File: src/rtl/matrix_cfg_queue_pkg.sv
// Shared definitions for the matrix multiplier job queue: register map,
// STATUS/CTRL bit positions, the job descriptor type and the dimension check.
package matrix_cfg_pkg;

    localparam int JOB_FIELD_W = 16;

    localparam logic [3:0] ADDR_A        = 4'h0;
    localparam logic [3:0] ADDR_B        = 4'h1;
    localparam logic [3:0] ADDR_C        = 4'h2;
    localparam logic [3:0] ADDR_M        = 4'h3;
    localparam logic [3:0] ADDR_N        = 4'h4;
    localparam logic [3:0] ADDR_P        = 4'h5;
    localparam logic [3:0] ADDR_CTRL     = 4'h6;
    localparam logic [3:0] ADDR_STATUS   = 4'h7;
    localparam logic [3:0] ADDR_DONE_CNT = 4'h8;
    localparam logic [3:0] ADDR_IRQ_EN   = 4'h9;
    localparam logic [3:0] ADDR_IRQ_PEND = 4'hA;

    localparam int ST_FULL      = 0;
    localparam int ST_EMPTY     = 1;
    localparam int ST_BUSY      = 2;
    localparam int ST_ERR_INV   = 3;
    localparam int ST_ERR_OVF   = 4;
    localparam int ST_COUNT_LSB = 8;

    localparam int CTRL_PUSH    = 0;
    localparam int CTRL_CLR_ERR = 1;
    localparam int CTRL_CLR_CNT = 2;

    // Default-width job descriptor; field a lands in the MSBs.
    typedef struct packed {
        logic [JOB_FIELD_W-1:0] a;
        logic [JOB_FIELD_W-1:0] b;
        logic [JOB_FIELD_W-1:0] c;
        logic [JOB_FIELD_W-1:0] m;
        logic [JOB_FIELD_W-1:0] n;
        logic [JOB_FIELD_W-1:0] p;
    } job_t;

    // A dimension is usable by the array when non-zero, a whole number of
    // array heights, and no larger than the maximum.
    function automatic logic dim_legal(input logic [31:0] dim,
                                       input logic [31:0] height,
                                       input logic [31:0] max_dim);
        return (dim != 32'd0) && ((dim % height) == 32'd0) && (dim <= max_dim);
    endfunction

endpackage

File: src/rtl/matrix_cfg_queue_if.sv
// APB bus bundle for the matrix job queue register block.
interface matrix_cfg_queue_if #(
    parameter int DATA_W = 16
);
    logic              psel;
    logic              penable;
    logic              pwrite;
    logic [3:0]        paddr;
    logic [DATA_W-1:0] pwdata;
    logic [DATA_W-1:0] prdata;
    logic              pready;
    logic              pslverr;

    modport slave (
        input  psel, penable, pwrite, paddr, pwdata,
        output prdata, pready, pslverr
    );

    modport master (
        output psel, penable, pwrite, paddr, pwdata,
        input  prdata, pready, pslverr
    );
endinterface

File: src/rtl/matrix_cfg_queue_fifo.sv
// Synchronous job descriptor FIFO. Pointers carry one extra wrap bit so
// full and empty are distinguished without a separate counter.
module matrix_job_fifo
    import matrix_cfg_pkg::*;
#(
    parameter type T     = job_t,
    parameter int  DEPTH = 4,
    localparam int AW    = $clog2(DEPTH)
) (
    input  logic    clk,
    input  logic    rst,
    input  logic    push,
    input  logic    pop,
    input  T        din,
    output T        dout,
    output logic    full,
    output logic    empty,
    output logic [AW:0] count
);
    T            mem [DEPTH];
    logic [AW:0] wr_ptr;
    logic [AW:0] rd_ptr;

    assign count = wr_ptr - rd_ptr;
    assign empty = (wr_ptr == rd_ptr);
    assign full  = (count == (AW+1)'(DEPTH));
    assign dout  = mem[rd_ptr[AW-1:0]];

    // Storage and pointer update; overflow/underflow requests are dropped.
    always_ff @(posedge clk or posedge rst) begin
        if (rst) begin
            wr_ptr <= '0;
            rd_ptr <= '0;
            for (int i = 0; i < DEPTH; i++) begin
                mem[i] <= '0;
            end
        end else begin
            if (push && !full) begin
                mem[wr_ptr[AW-1:0]] <= din;
                wr_ptr              <= wr_ptr + 1'b1;
            end
            if (pop && !empty) begin
                rd_ptr <= rd_ptr + 1'b1;
            end
        end
    end
endmodule

File: src/rtl/matrix_cfg_queue.sv
// APB register block feeding the matrix multiplier: descriptor staging,
// validation, a job FIFO towards the engine, and completion tracking.
// Optional interrupt support is compiled in with MATRIX_CFG_QUEUE_IRQ_EN.
module matrix_cfg_queue
    import matrix_cfg_pkg::*;
#(
    parameter int DATA_W       = 16,
    parameter int JOB_DEPTH    = 4,
    parameter int ARRAY_HEIGHT = 16,
    parameter int MAX_DIM      = 2048
) (
    input  logic                  pclk,
    input  logic                  preset,
    matrix_cfg_queue_if.slave     apb,
    output logic                  job_valid_o,
    input  logic                  job_ready_i,
    output logic [6*DATA_W-1:0]   job_o,
    input  logic                  done_i,
    output logic                  busy_o
`ifdef MATRIX_CFG_QUEUE_IRQ_EN
    ,
    output logic                  irq_o
`endif
);
    localparam int CW = $clog2(JOB_DEPTH) + 1;

    typedef struct packed {
        logic [DATA_W-1:0] a;
        logic [DATA_W-1:0] b;
        logic [DATA_W-1:0] c;
        logic [DATA_W-1:0] m;
        logic [DATA_W-1:0] n;
        logic [DATA_W-1:0] p;
    } job_w_t;

    typedef enum logic [1:0] {APB_IDLE, APB_ACC1, APB_ACC2} apb_state_t;

    apb_state_t        state, state_nxt;
    logic [DATA_W-1:0] stg_a, stg_b, stg_c, stg_m, stg_n, stg_p;
    logic [DATA_W-1:0] prdata_q, rd_val, status_val;
    logic [DATA_W-1:0] done_cnt, inflight;
    logic              err_inv, err_ovf, busy_q;
    logic              access1, commit, wr_commit, addr_bad;
    logic              push_req, dims_ok, push_inv, push_ovf, do_push;
    logic              clr_err, clr_cnt, pop, done_eff;
    logic              fifo_full, fifo_empty;
    logic [CW-1:0]     fifo_count;
    job_w_t            job_in, job_head;

    assign access1   = (state == APB_ACC1) && apb.psel && apb.penable;
    assign commit    = (state == APB_ACC2) && apb.psel && apb.penable;
    assign wr_commit = commit && apb.pwrite;

`ifdef MATRIX_CFG_QUEUE_IRQ_EN
    assign addr_bad = (apb.paddr > ADDR_IRQ_PEND);
`else
    assign addr_bad = (apb.paddr > ADDR_DONE_CNT);
`endif

    assign dims_ok  = dim_legal(32'(stg_m), 32'(ARRAY_HEIGHT), 32'(MAX_DIM)) &&
                      dim_legal(32'(stg_n), 32'(ARRAY_HEIGHT), 32'(MAX_DIM)) &&
                      dim_legal(32'(stg_p), 32'(ARRAY_HEIGHT), 32'(MAX_DIM));
    assign push_req = wr_commit && (apb.paddr == ADDR_CTRL) && apb.pwdata[CTRL_PUSH];
    assign clr_err  = wr_commit && (apb.paddr == ADDR_CTRL) && apb.pwdata[CTRL_CLR_ERR];
    assign clr_cnt  = wr_commit && (apb.paddr == ADDR_CTRL) && apb.pwdata[CTRL_CLR_CNT];
    assign push_inv = push_req && !dims_ok;
    // Full is the pre-cycle state: a pop in the same cycle does not make room.
    assign push_ovf = push_req && dims_ok && fifo_full;
    assign do_push  = push_req && dims_ok && !fifo_full;

    assign apb.pready  = commit;
    assign apb.pslverr = commit && (addr_bad || push_inv || push_ovf);
    assign apb.prdata  = prdata_q;

    assign job_in      = {stg_a, stg_b, stg_c, stg_m, stg_n, stg_p};
    assign job_valid_o = !fifo_empty;
    assign job_o       = job_head;
    assign pop         = job_valid_o && job_ready_i;
    assign done_eff    = done_i && (inflight != '0);
    assign busy_o      = busy_q;

    matrix_job_fifo #(
        .T     (job_w_t),
        .DEPTH (JOB_DEPTH)
    ) u_fifo (
        .clk   (pclk),
        .rst   (preset),
        .push  (do_push),
        .pop   (pop),
        .din   (job_in),
        .dout  (job_head),
        .full  (fifo_full),
        .empty (fifo_empty),
        .count (fifo_count)
    );

    // APB transfer state register.
    always_ff @(posedge pclk or posedge preset) begin
        if (preset) state <= APB_IDLE;
        else        state <= state_nxt;
    end

    // Setup -> first access (wait state) -> second access (commit); dropping psel aborts.
    always_comb begin
        state_nxt = state;
        case (state)
            APB_IDLE: if (apb.psel && !apb.penable) state_nxt = APB_ACC1;
            APB_ACC1: begin
                if (!apb.psel)        state_nxt = APB_IDLE;
                else if (apb.penable) state_nxt = APB_ACC2;
            end
            APB_ACC2: state_nxt = APB_IDLE;
            default:  state_nxt = APB_IDLE;
        endcase
    end

    // STATUS image assembled from live state.
    always_comb begin
        status_val = '0;
        status_val[ST_FULL]    = fifo_full;
        status_val[ST_EMPTY]   = fifo_empty;
        status_val[ST_BUSY]    = busy_q;
        status_val[ST_ERR_INV] = err_inv;
        status_val[ST_ERR_OVF] = err_ovf;
        status_val[ST_COUNT_LSB +: 4] = 4'(fifo_count);
    end

`ifdef MATRIX_CFG_QUEUE_IRQ_EN
    logic [1:0] irq_en, irq_en_nxt, irq_pend, irq_pend_nxt;
    logic       irq_q;

    // Enable write and pending W1C; new events in the same cycle win over the clear.
    always_comb begin
        irq_en_nxt   = irq_en;
        irq_pend_nxt = irq_pend;
        if (wr_commit && (apb.paddr == ADDR_IRQ_EN))   irq_en_nxt   = apb.pwdata[1:0];
        if (wr_commit && (apb.paddr == ADDR_IRQ_PEND)) irq_pend_nxt = irq_pend & ~apb.pwdata[1:0];
        if (done_i)      irq_pend_nxt[0] = 1'b1;
        if (apb.pslverr) irq_pend_nxt[1] = 1'b1;
    end

    // Interrupt registers; the output follows the updated pending/enable state.
    always_ff @(posedge pclk or posedge preset) begin
        if (preset) begin
            irq_en   <= '0;
            irq_pend <= '0;
            irq_q    <= 1'b0;
        end else begin
            irq_en   <= irq_en_nxt;
            irq_pend <= irq_pend_nxt;
            irq_q    <= |(irq_pend_nxt & irq_en_nxt);
        end
    end

    assign irq_o = irq_q;
`endif

    // Read mux, sampled on the first access cycle.
    always_comb begin
        rd_val = '0;
        case (apb.paddr)
            ADDR_A:        rd_val = stg_a;
            ADDR_B:        rd_val = stg_b;
            ADDR_C:        rd_val = stg_c;
            ADDR_M:        rd_val = stg_m;
            ADDR_N:        rd_val = stg_n;
            ADDR_P:        rd_val = stg_p;
            ADDR_STATUS:   rd_val = status_val;
            ADDR_DONE_CNT: rd_val = done_cnt;
`ifdef MATRIX_CFG_QUEUE_IRQ_EN
            ADDR_IRQ_EN:   rd_val = {{(DATA_W-2){1'b0}}, irq_en};
            ADDR_IRQ_PEND: rd_val = {{(DATA_W-2){1'b0}}, irq_pend};
`endif
            default:       rd_val = '0;
        endcase
    end

    // Registered read data.
    always_ff @(posedge pclk or posedge preset) begin
        if (preset)       prdata_q <= '0;
        else if (access1) prdata_q <= rd_val;
    end

    // Staging registers, kept after a push so a descriptor can be reused.
    always_ff @(posedge pclk or posedge preset) begin
        if (preset) begin
            stg_a <= '0; stg_b <= '0; stg_c <= '0;
            stg_m <= '0; stg_n <= '0; stg_p <= '0;
        end else if (wr_commit) begin
            case (apb.paddr)
                ADDR_A:  stg_a <= apb.pwdata;
                ADDR_B:  stg_b <= apb.pwdata;
                ADDR_C:  stg_c <= apb.pwdata;
                ADDR_M:  stg_m <= apb.pwdata;
                ADDR_N:  stg_n <= apb.pwdata;
                ADDR_P:  stg_p <= apb.pwdata;
                default: ;
            endcase
        end
    end

    // Sticky errors: the clear applies first so a same-write push can re-flag.
    always_ff @(posedge pclk or posedge preset) begin
        if (preset) begin
            err_inv <= 1'b0;
            err_ovf <= 1'b0;
        end else begin
            if (clr_err) begin
                err_inv <= 1'b0;
                err_ovf <= 1'b0;
            end
            if (push_inv) err_inv <= 1'b1;
            if (push_ovf) err_ovf <= 1'b1;
        end
    end

    // Completion counter, saturating; a clear wins over a same-cycle done.
    always_ff @(posedge pclk or posedge preset) begin
        if (preset)                        done_cnt <= '0;
        else if (clr_cnt)                  done_cnt <= '0;
        else if (done_i && done_cnt != '1) done_cnt <= done_cnt + 1'b1;
    end

    // Jobs handed to the engine but not yet reported done, plus registered busy.
    always_ff @(posedge pclk or posedge preset) begin
        if (preset) begin
            inflight <= '0;
            busy_q   <= 1'b0;
        end else begin
            case ({pop, done_eff})
                2'b10:   inflight <= inflight + 1'b1;
                2'b01:   inflight <= inflight - 1'b1;
                default: inflight <= inflight;
            endcase
            busy_q <= (inflight != '0) || !fifo_empty;
        end
    end
endmodule

File: src/flat_wrapper.sv
// flat-port wrapper written by rule: the top's interface ports become plain ports
module matrix_cfg_queue_flat import matrix_cfg_pkg::*;
#(
    parameter int DATA_W       = 16,
    parameter int JOB_DEPTH    = 4,
    parameter int ARRAY_HEIGHT = 16,
    parameter int MAX_DIM      = 2048
)
  (pclk, preset, job_valid_o, job_ready_i, job_o, done_i, busy_o, apb_psel, apb_penable, apb_pwrite, apb_paddr, apb_pwdata, apb_prdata, apb_pready, apb_pslverr);
  matrix_cfg_queue_if #(.DATA_W(DATA_W)) apb_i ();
  input  logic pclk;
  input  logic preset;
  output logic job_valid_o;
  input  logic job_ready_i;
  output logic [6*DATA_W-1:0] job_o;
  input  logic done_i;
  output logic busy_o;
  input wire logic [$bits(apb_i.psel)-1:0] apb_psel;
  input wire logic [$bits(apb_i.penable)-1:0] apb_penable;
  input wire logic [$bits(apb_i.pwrite)-1:0] apb_pwrite;
  input wire logic [$bits(apb_i.paddr)-1:0] apb_paddr;
  input wire logic [$bits(apb_i.pwdata)-1:0] apb_pwdata;
  output wire logic [$bits(apb_i.prdata)-1:0] apb_prdata;
  output wire logic [$bits(apb_i.pready)-1:0] apb_pready;
  output wire logic [$bits(apb_i.pslverr)-1:0] apb_pslverr;
  assign apb_i.psel = apb_psel;
  assign apb_i.penable = apb_penable;
  assign apb_i.pwrite = apb_pwrite;
  assign apb_i.paddr = apb_paddr;
  assign apb_i.pwdata = apb_pwdata;
  assign apb_prdata = apb_i.prdata;
  assign apb_pready = apb_i.pready;
  assign apb_pslverr = apb_i.pslverr;
  matrix_cfg_queue #(.DATA_W(DATA_W), .JOB_DEPTH(JOB_DEPTH), .ARRAY_HEIGHT(ARRAY_HEIGHT), .MAX_DIM(MAX_DIM)) u_core (.pclk(pclk), .preset(preset), .apb(apb_i), .job_valid_o(job_valid_o), .job_ready_i(job_ready_i), .job_o(job_o), .done_i(done_i), .busy_o(busy_o));
endmodule
File: config.mk
export PLATFORM = sky130hd
export DESIGN_NAME = matrix_cfg_queue_flat
export DESIGN_NICKNAME = d
export VERILOG_FILES = /design/src/rtl/matrix_cfg_queue_pkg.sv /design/src/rtl/matrix_cfg_queue_if.sv /design/src/rtl/matrix_cfg_queue_fifo.sv /design/src/rtl/matrix_cfg_queue.sv /design/src/flat_wrapper.sv
export SDC_FILE = /design/constraint.sdc
export NUM_CORES = 1
export LEC_CHECK = 0
export CAP_MARGIN = 20
export CORE_ASPECT_RATIO = 0.9
export CORE_MARGIN = 4
export CORE_UTILIZATION = 58
export DETAILED_ROUTE_END_ITERATION = 6
export DONT_BUFFER_PORTS = 1
export GPL_ROUTABILITY_DRIVEN = 0
export GPL_TIMING_DRIVEN = 1
export PLACE_DENSITY_LB_ADDON = 0.2
export SLEW_MARGIN = 20
export SYNTH_ARGS = -nofsm -noshare
export SYNTH_HDL_FRONTEND = slang
export SYNTH_SLANG_ARGS = --single-unit
File: constraint.sdc
create_clock -name pclk -period 19.4 [get_ports pclk]
set_clock_uncertainty 0.15 [all_clocks]
set_input_delay 3.88 -clock pclk [delete_from_list [all_inputs] [get_ports pclk]]
set_output_delay 3.88 -clock pclk [all_outputs]
set_load 0.05 [all_outputs]
Word-level counts from Yosys, hierarchy flattened
Cells that the tools add are included.
{"block": "op_classes", "n_addsub": 6, "magnitude_cmp": 7, "eq_ne": 17, "n_mux": 17, "n_bitwise": 2, "n_reduce_logical": 56}
{"operator": "384-bit bitwise mux", "n": 1}
{"operator": "96-bit two-way mux", "n": 3}
{"operator": "96-bit binary-select mux with 2-bit select", "n": 1}
{"operator": "96-bit demux with 2-bit select", "n": 1}
{"operator": "16-bit one-hot mux with 8 select lines", "n": 1}
{"operator": "32-bit zero test", "n": 3}
{"operator": "16-bit nonzero test", "n": 4}
{"operator": "16-bit by 12-bit less-or-equal comparator with 1-bit output, second input constant", "n": 3}
{"operator": "16-bit by 1-bit adder with 16-bit output, second input constant", "n": 2}
{"operator": "16-bit two-way mux", "n": 2}
{"operator": "16-bit one-hot mux with 2 select lines", "n": 1}
{"operator": "1-bit logical AND", "n": 29}
{"operator": "4-bit by 3-bit == test with 1-bit output, second input constant", "n": 4}
{"operator": "16-bit != test, second input constant", "n": 1}
{"operator": "16-bit by 1-bit subtractor with 16-bit output, second input constant", "n": 1}
{"operator": "2-bit AND reduction", "n": 7}
{"operator": "4-bit by 2-bit == test with 1-bit output, second input constant", "n": 2}
{"operator": "2-bit nonzero test", "n": 4}
{"operator": "3-bit by 1-bit adder with 3-bit output, second input constant", "n": 2}
{"operator": "3-bit >= comparator, second input constant", "n": 2}
{"operator": "2-bit two-way mux", "n": 3}
{"operator": "2-bit NOT with 3-bit output", "n": 2}
{"operator": "2-bit by 1-bit == test with 1-bit output, second input constant", "n": 2}
{"operator": "2-bit == test, second input constant", "n": 2}
{"operator": "15 further kinds", "n": 22}
{"block": "totals", "reg_bits": 539, "inputBits": 27, "output_inout_bits": 116, "word_cells": 144}

Depth between registers and ports, before layout
Gate-level depths: netlist (run 1).
{"block": "logic_depth", "depth_word": 10, "depth_mapped": 20, "mapped_depth_nobuf": 14}

Modules after synthesis
A second synthesis (run 1) with hierarchy kept.
{"block": "hier_totals", "cells_unflattened": 1653, "area_unflattened_um2": 24618.6}
{"mod": "matrix_job_fifo", "n_inst": 1, "cells_per_inst": 972, "area_each_um2": 16998.8, "seq_area_each_um2": 9759.4}
{"mod": "matrix_cfg_queue", "n_inst": 1, "cells_per_inst": 681, "area_each_um2": 7619.8, "seq_area_each_um2": 3728.6}

Least setup slack after synthesis (run 1)
Ideal clock, no wire load.
{"block": "synth_path", "kind": "input-to-output", "from": "input apb_paddr[0]", "to": "output apb_pslverr", "t_arrival_ns": 5.444, "t_required_ns": 15.370, "slack_ns": 9.926, "path_stages": 5, "n_path_buf": 1, "cell_sequence": "buf_2 > nand2b_1 > nor4_2 > o21ai_0 > a21oi_1"}
{"block": "synth_via", "elab_chain_len": 7, "word_cells_on_any_way": 10, "classes_between": "order compare: 1; eq/ne: 1; reduce/logical: 8"}
{"element": "start: declaration", "line": "flat_wrapper.sv:21", "source": "input wire logic [$bits(apb_i.paddr)-1:0] apb_paddr;"}
{"element": "4-bit by 3-bit == test with 1-bit output", "line": "matrix_cfg_queue.sv:63", "source": "assign push_req = wr_commit && (apb.paddr == ADDR_CTRL) && apb.pwdata[CTRL_PUSH];"}
{"element": "1-bit logical AND (2 in a row)", "line": "matrix_cfg_queue.sv:63"}
{"element": "1-bit logical AND, on equally long branches", "line": "matrix_cfg_queue.sv:66, matrix_cfg_queue.sv:68"}
{"element": "1-bit logical OR / 1-bit logical AND (equally long branches)", "line": "matrix_cfg_queue.sv:72, matrix_cfg_queue.sv:68"}
{"element": "1-bit logical OR *", "line": "matrix_cfg_queue.sv:72", "source": "assign apb.pslverr = commit && (addr_bad || push_inv || push_ovf);"}
{"element": "1-bit logical AND *", "line": "matrix_cfg_queue.sv:72"}
{"element": "end: declaration", "line": "flat_wrapper.sv:25", "source": "output wire logic [$bits(apb_i.pslverr)-1:0] apb_pslverr;"}
Every way passes the cells marked *; elsewhere a longest branch is shown, timed or not.

Worst setup path in the final report (run 1)
{"block": "layout_path", "from": "input apb_penable", "to": "output apb_pslverr"}
{"block": "layout_via", "elab_chain_len": 8, "word_cells_on_any_way": 10, "classes_between": "reduce/logical: 10"}
{"element": "start: declaration", "line": "flat_wrapper.sv:19", "source": "input wire logic [$bits(apb_i.penable)-1:0] apb_penable;"}
{"element": "1-bit logical AND *", "line": "matrix_cfg_queue.sv:51", "source": "assign commit = (state == APB_ACC2) && apb.psel && apb.penable;"}
{"element": "1-bit logical AND", "line": "matrix_cfg_queue.sv:52", "source": "assign wr_commit = commit && apb.pwrite;"}
{"element": "1-bit logical AND (2 in a row)", "line": "matrix_cfg_queue.sv:63"}
{"element": "1-bit logical AND, on equally long branches", "line": "matrix_cfg_queue.sv:66, matrix_cfg_queue.sv:68"}
{"element": "1-bit logical OR / 1-bit logical AND (equally long branches)", "line": "matrix_cfg_queue.sv:72, matrix_cfg_queue.sv:68"}
{"element": "1-bit logical OR", "line": "matrix_cfg_queue.sv:72"}
{"element": "1-bit logical AND *", "line": "matrix_cfg_queue.sv:72"}
Marks and branches as above.

==> impl_results.md, run 1 <==
* Hold WC Path Type: reg2reg
* Post-CTS setup buffers at 0
* DR WL/cell at 25.5 µm
* Synth Flop Type: dfrtp_1
* Commonest non-fill, non-tap cell in the layout: dfrtp_1
* Async set-or-reset flop fraction in the synthesized netlist at 1.00
* Setup TNS at 0 ns
* Initial Util at 0.591
* Run status: completed
* Required time of the critical path at between 15 and 20 ns
* Worst-Skew Late Latency at 0.60 ns
* Placed Cells at 2,104
* Drt initial violations at 1,488
* Leakage at around 0.013 µW
* Worst Hold Launch: u_core.state[1]
* Post-route DRC at 0
* P&R area growth vs syn at 8.77%
* Vias per inst at 6.36
* Final Hold Vio Count at 0
* Mapped Area at 24,100 µm²
* DRT antenna net count at 0
* FF+latch count, synth at 539
* GR Util met2 at 0.390
* Number of max-cap violations at 0
* Crit path launch: apb_penable
* CP max FO at 5
* Initial DRT Pass Iterations at 5
* Clock-pin transition on the worst setup and hold timing paths at about 0.06 ns
* Die area at 44,900 µm²
* Die width at 223 µm
* Startpoint Class: input pin
* ANT cells at 0
* CTS buffer count at between 50 and 60
* Grt ovf at 0
* Synth cell types at 62
* Slew Limit Fails at 0
* # setup viols final at 0
* Reg power frac at 0.478
* Net Sw Power at 725 µW
* Post-synthesis cell count at 1,649
* Met3 Usage GRT at 0.0543
* Num rows at 70
* WHS Path Cells at 1
* CP peak stage delay at 0.85 ns
* Dpl ws at 9.87 ns
* Main area contributors after synthesis: dfrtp_1 56%, mux2_2 15%, mux4_2 9.0%
* Int Pwr at 1910 µW
* Setup Crit Path Kind: in2out
* Most frequent cells in the layout: 537 x dfrtp_1, 324 x mux2_2, 99 x and2_1
* Sequential-to-total area share from yosys stat at 0.559
* FILL cells at 3,003
* Mapped Avg Cell Area at about 15 µm²
* Combinational share of power at 0.135
* Largest net degree at the start of global routing at 84
* DR vias at 14,000
* Finished Layout Cells at 2,201
* Post-DP HPWL at about 37 mm
* Design area at ~26,000 µm²
* Max-slew headroom at 0.305
* Data arrival time of the critical path at about 5.5 ns
* H-tree depth at 2
* Pwr dens at 100 nW/µm²
* Worst R2R Start: u_core.u_fifo.rd_ptr[1]
* Core area at 40,800 µm²
* Post-synth EDFFs at 0
* Busiest layer in global routing: met2
* Initial antenna violation count at 3
* Clock power frac at 0.386
* VDD IR max at approximately 0.077 mV
* Die height at 201 µm
* Synth area leader: dfrtp_1
* Util after Layout at 0.643
* I/O Pins at approximately 140
* Minimum clock period at 9.53 ns
* Period utilisation layout at 0.491
* RSZ-0062 raised after global routing: false
* Net switching fraction of the power at 0.275
* Worst-Margin Slew at 1.05 ns
* Crit. End Element: primary output
* Total Wirelength at between 50 and 60 mm
* Syn Nets at 1,688
* FF-to-FF path depth at 16
* Vias in the first global route at 14,400
* Final #Nets at 1,658
* Fraction of layout cells with a size suffix above 1 at 0.348
* GRT Overall Usage at 0.252
* F_max at ~100 MHz
* Sink Count at between 500 and 600
* Share of the synthesized area in the top cell type at 0.559
* Final setup margin at slightly below 10 ns
* Post-cts resize count at 0
* Critical path, cell by cell: nand4b_1 > nor4_2 > o21ai_0 > a21oi_1
* Ys Warns at 0
* Post-Place Cell Area at 24,500 µm²
* Root Driver: clkbuf_16
* I/O Buffers at 0
* First-pass GRT wire length at ~89 mm
* Maximum clock path buffer count at 3
* CTS tree: yes
* Post-CTS Hold Buffers at 0
* Slowest-stage cell, CP: a21oi_1
* Met1 track demand over resource at 0.365
metrics by stage:
stage / total power [µW] / hold WS [ns]
6_report: 2630 / 0.325
5_1_grt: 2750 / 0.341
4_1_cts: 2660 / 0.315
3_5_place_dp: 1640 / 0.315
3_3_place_gp: 1630 / 0.305
2_1_floorplan: 1550 / 0.269
cell type report:
| cell class | instances | area (µm²) | share of cell area |
|---|---|---|---|
| Clock buffer | 85 | 1610 | 0.0613 |
| Clock inverter | 12 | 128 | 0.00486 |
| Inverter | 17 | 71.3 | 0.00272 |
| Multi-Input combinational cell | 986 | 10100 | 0.384 |
| Sequential cell | 539 | 13500 | 0.514 |
| Tap cell | 540 | 676 | 0.0258 |
| Timing Repair Buffer | 22 | 180 | 0.00687 |
cell usage after synthesis, drive strengths merged, types with 21 or more instances:
master / count
dfrtp: 539
mux2: 387
and2: 99
mux4: 96
clkbuf: 57
buf: 50
nand2: 44
nand3: 32
a22oi: 30
nor2: 29
a22o: 22
a21oi: 21
xnor2: 21
flip-flops by register name, indices dropped and copies added (netlist names):
register and flops:
u_core.u_fifo.wr_ptr 3, u_core.u_fifo.mem 384, u_core.inflight 16, u_core.stg_b 16
u_core.apb.prdata 16, u_core.done_cnt 16, u_core.stg_a 16, u_core.state 2
u_core.u_fifo.rd_ptr 3, u_core.stg_p 16, u_core.stg_n 16, u_core.err_inv 1
u_core.err_ovf 1, u_core.stg_c 16, u_core.stg_m 16, u_core.busy_o 1
worst max-delay path, delay by kind of cell:
| family | cells | cell delay [ns] |
|---|---|---|
| AOI/OAI and AO/OA | 2 | 1.00 |
| and+or+nand+nor | 2 | 0.62 |
power by group through the flow:
stage,Sequential [µW],Clock (µW),Combinational (µW)
6_report,1260,1020,357
5_1_grt,1270,1090,394
4_1_cts,1260,1040,364
3_5_place_dp,1280,0,363
3_3_place_gp,1280,0,356
2_1_floorplan,1200,0,351
routing by layer:
layer	vias to the layer above	wire (µm)
met4	2	1710
met3	90	3700
met5	-	13
met1	7440	24400
li1	6049	-
met2	427	26200
worst paths after layout:
path / endpoint / slack (ns)
max in group asynchronous: u_core.u_fifo.rd_ptr[0] / 13.52
hold reg to reg: u_core.state[0] / 0.32
min in group asynchronous: u_core.u_fifo.mem[351] / 3.01
setup reg to reg: u_core.inflight[14] / 13.88
setup / recovery: apb_pslverr / 9.87
hold / removal: u_core.state[0] / 0.32
cells by family (layout without fill, tap and decap cells):
group / after synthesis / after routing / share of synthesized area
and+or+nand+nor: 297 / 297 / 0.0714
xor gates and xnor gates: 36 / 36 / 0.0137
adders and majority gates: 12 / 12 / 0.00654
AOI/OAI and AO/OA: 154 / 154 / 0.0470
DFF: 539 / 539 / 0.559
muxes: 487 / 487 / 0.278
buffers and inverters: 124 / 136 / 0.0244
Note: power is estimated with default switching activity, not from simulation.
==> run 2: changes to the inputs <==
Settings changed: CORE_UTILIZATION 58 to 59.
Clock period 19.4 ns to 9.1 ns, I/O delays scaled along.
==> run 2 against run 1 <==
  * Sequential cell count unchanged
  * Wire length hardly changed
  * First-iteration DRC count is 16% higher
==> impl_results.md, run 2 (same netlist as run 1, synthesis figures left out) <==
* Setup Crit Path Kind: reg2out
* CTS buffer count at 52
* Worst-Margin Slew at around 1.1 ns
* VDD IR max at 0.155 mV
* Met1 WL at ~24 mm
* Post-CTS setup buffers at 0
* Util after Layout at 0.657
* Core area at ~40,000 µm²
* WHS Path Cells at 1
* Dpl ws at between 3 and 4 ns
* Pwr Total at 5630 µW
* FF-to-FF path depth at 14
* Fraction of layout cells with a size suffix above 1 at 0.348
* DRT antenna net count at 0
* Die width at 221 µm
* Total Wirelength at 56.1 mm
* Post-CTS Hold Buffers at 0
* R2R setup slack at 4.16 ns
* Post-DP HPWL at 36.1 mm
* Hold_ws at 0.324 ns
* Startpoint Class: register
* Vias in the first global route at 14,400
* Period utilisation layout at 0.612
* Maximum clock path buffer count at 3
* First-pass GRT wire length at 88.3 mm
* Largest net degree at the start of global routing at around 190
* Minimum clock period at approximately 5.6 ns
* I/O Pins at 143
* CP max FO at 26
* WL met2 at between 20 and 30 mm
* Pwr dens at roughly 210 nW/µm²
* Grt ovf at 0
* Num rows at roughly 70
* Commonest non-fill, non-tap cell in the layout: dfrtp_1
* Final Hold Vio Count at 0
* GRT Overall Usage at 0.256
* Clock-pin transition on the worst setup and hold timing paths at 0.06 ns
* Setup TNS at 0 ns
* RSZ-0062 raised after global routing: false
* FILL cells at 2,797
* Max-slew headroom at 0.253
* Run status: completed
* Initial DRT Pass Iterations at 7
* Slew Limit Fails at 0
* F_max at 180 MHz
* H-tree depth at 2
* DR vias at 14,100
* Crit. End Element: primary output
* Vias per inst at 6.45
* CTS tree: yes
* Final setup margin at 3.53 ns
* Number of max-cap violations at 0
* Initial antenna violation count at 1
* DR WL/cell at 25.6 µm
* Most frequent cells in the layout: 537 x dfrtp_1, 324 x mux2_2, 99 x and2_1
* Final #Nets at 1,655
* Post-cts resize count at 0
* Initial Util at 0.603
* Drt initial violations at 1,719
* Leakage at around 0.013 µW
* Post-route DRC at 0
* # setup viols final at 0
* Required time of the critical path at 7.13 ns
* Die area at 44,200 µm²
* Max reg flops at 384
* Hold WC Path Type: reg2reg
* Worst-Skew Late Latency at 0.59 ns
* Most flop-heavy register: u_core.u_fifo.mem
* Data arrival time of the critical path at roughly 3.6 ns
* DR WL met3 at 4.43 mm
* Die height at roughly 200 µm
* P&R area growth vs syn at 8.83%
* Sink Count at around 540
* I/O Buffers at 0
* Top sig layer: met4
* Root Driver: clkbuf_16
run 2: cell types whose count changed in the layout (fill, tap and decap cells not counted), moves of 2 or more:
cell      delta
buf_4        -2
buf_12       +2
buf_6        -3
clkbuf_1     -3
run 2: layer usage:
| metal | up-vias | global-route usage |
|---|---|---|
| li1 | 6038 | - |
| met3 | 91 | 0.0651 |
| met5 | - | 0 |
| met2 | 519 | 0.409 |
| met1 | 7480 | 0.363 |
| met4 | 0 | 0.0638 |
run 2: through the flow:
step	instance area, µm²	instances
global route	26200	2189
global placement	24500	2093
CTS	26200	2188
finish	26200	2190
floorplan	24100	1649
detailed placement	24500	2093
run 2: path summary, 6_finish.rpt:
path,startpoint,endpoint
max,u_core.u_fifo.rd_ptr[0],apb_pslverr
min,u_core.state[1],u_core.state[0]
max reg2reg,u_core.u_fifo.rd_ptr[1],u_core.inflight[6]
min reg2reg,u_core.state[1],u_core.state[0]
max in group asynchronous,preset,u_core.stg_a[0]
min in group asynchronous,preset,u_core.u_fifo.mem[370]
run 2: layout make-up:
| type | instances | area, µm² | share of cell area |
|---|---|---|---|
| Multi-Input combinational cell | 986 | 10100 | 0.384 |
| Clock inverter | 13 | 158 | 0.00601 |
| Sequential cell | 539 | 13500 | 0.514 |
| Timing Repair Buffer | 20 | 199 | 0.00758 |
| Inverter | 17 | 67.6 | 0.00257 |
| Clock buffer | 82 | 1590 | 0.0604 |
| Antenna cell | 1 | 2.50 | 0.0000953 |
| Tap cell | 532 | 666 | 0.0254 |
run 2: worst max-delay path, stage by stage (launching register included):
cell and delay [ns]:
dfrtp_4 0.69, ha_1 0.28, fa_1 0.35, xor3_1 0.44
and3_1 0.25, o21ai_0 0.13, a21oi_1 0.86
run 2: report_power, final:
group | leakage, µW | switching (µW) | internal [µW]
clock network | 0.000861 | 906 | 1280
logic | 0.00455 | 419 | 342
registers | 0.00745 | 216 | 2460
total | 0.0129 | 1540 | 4090
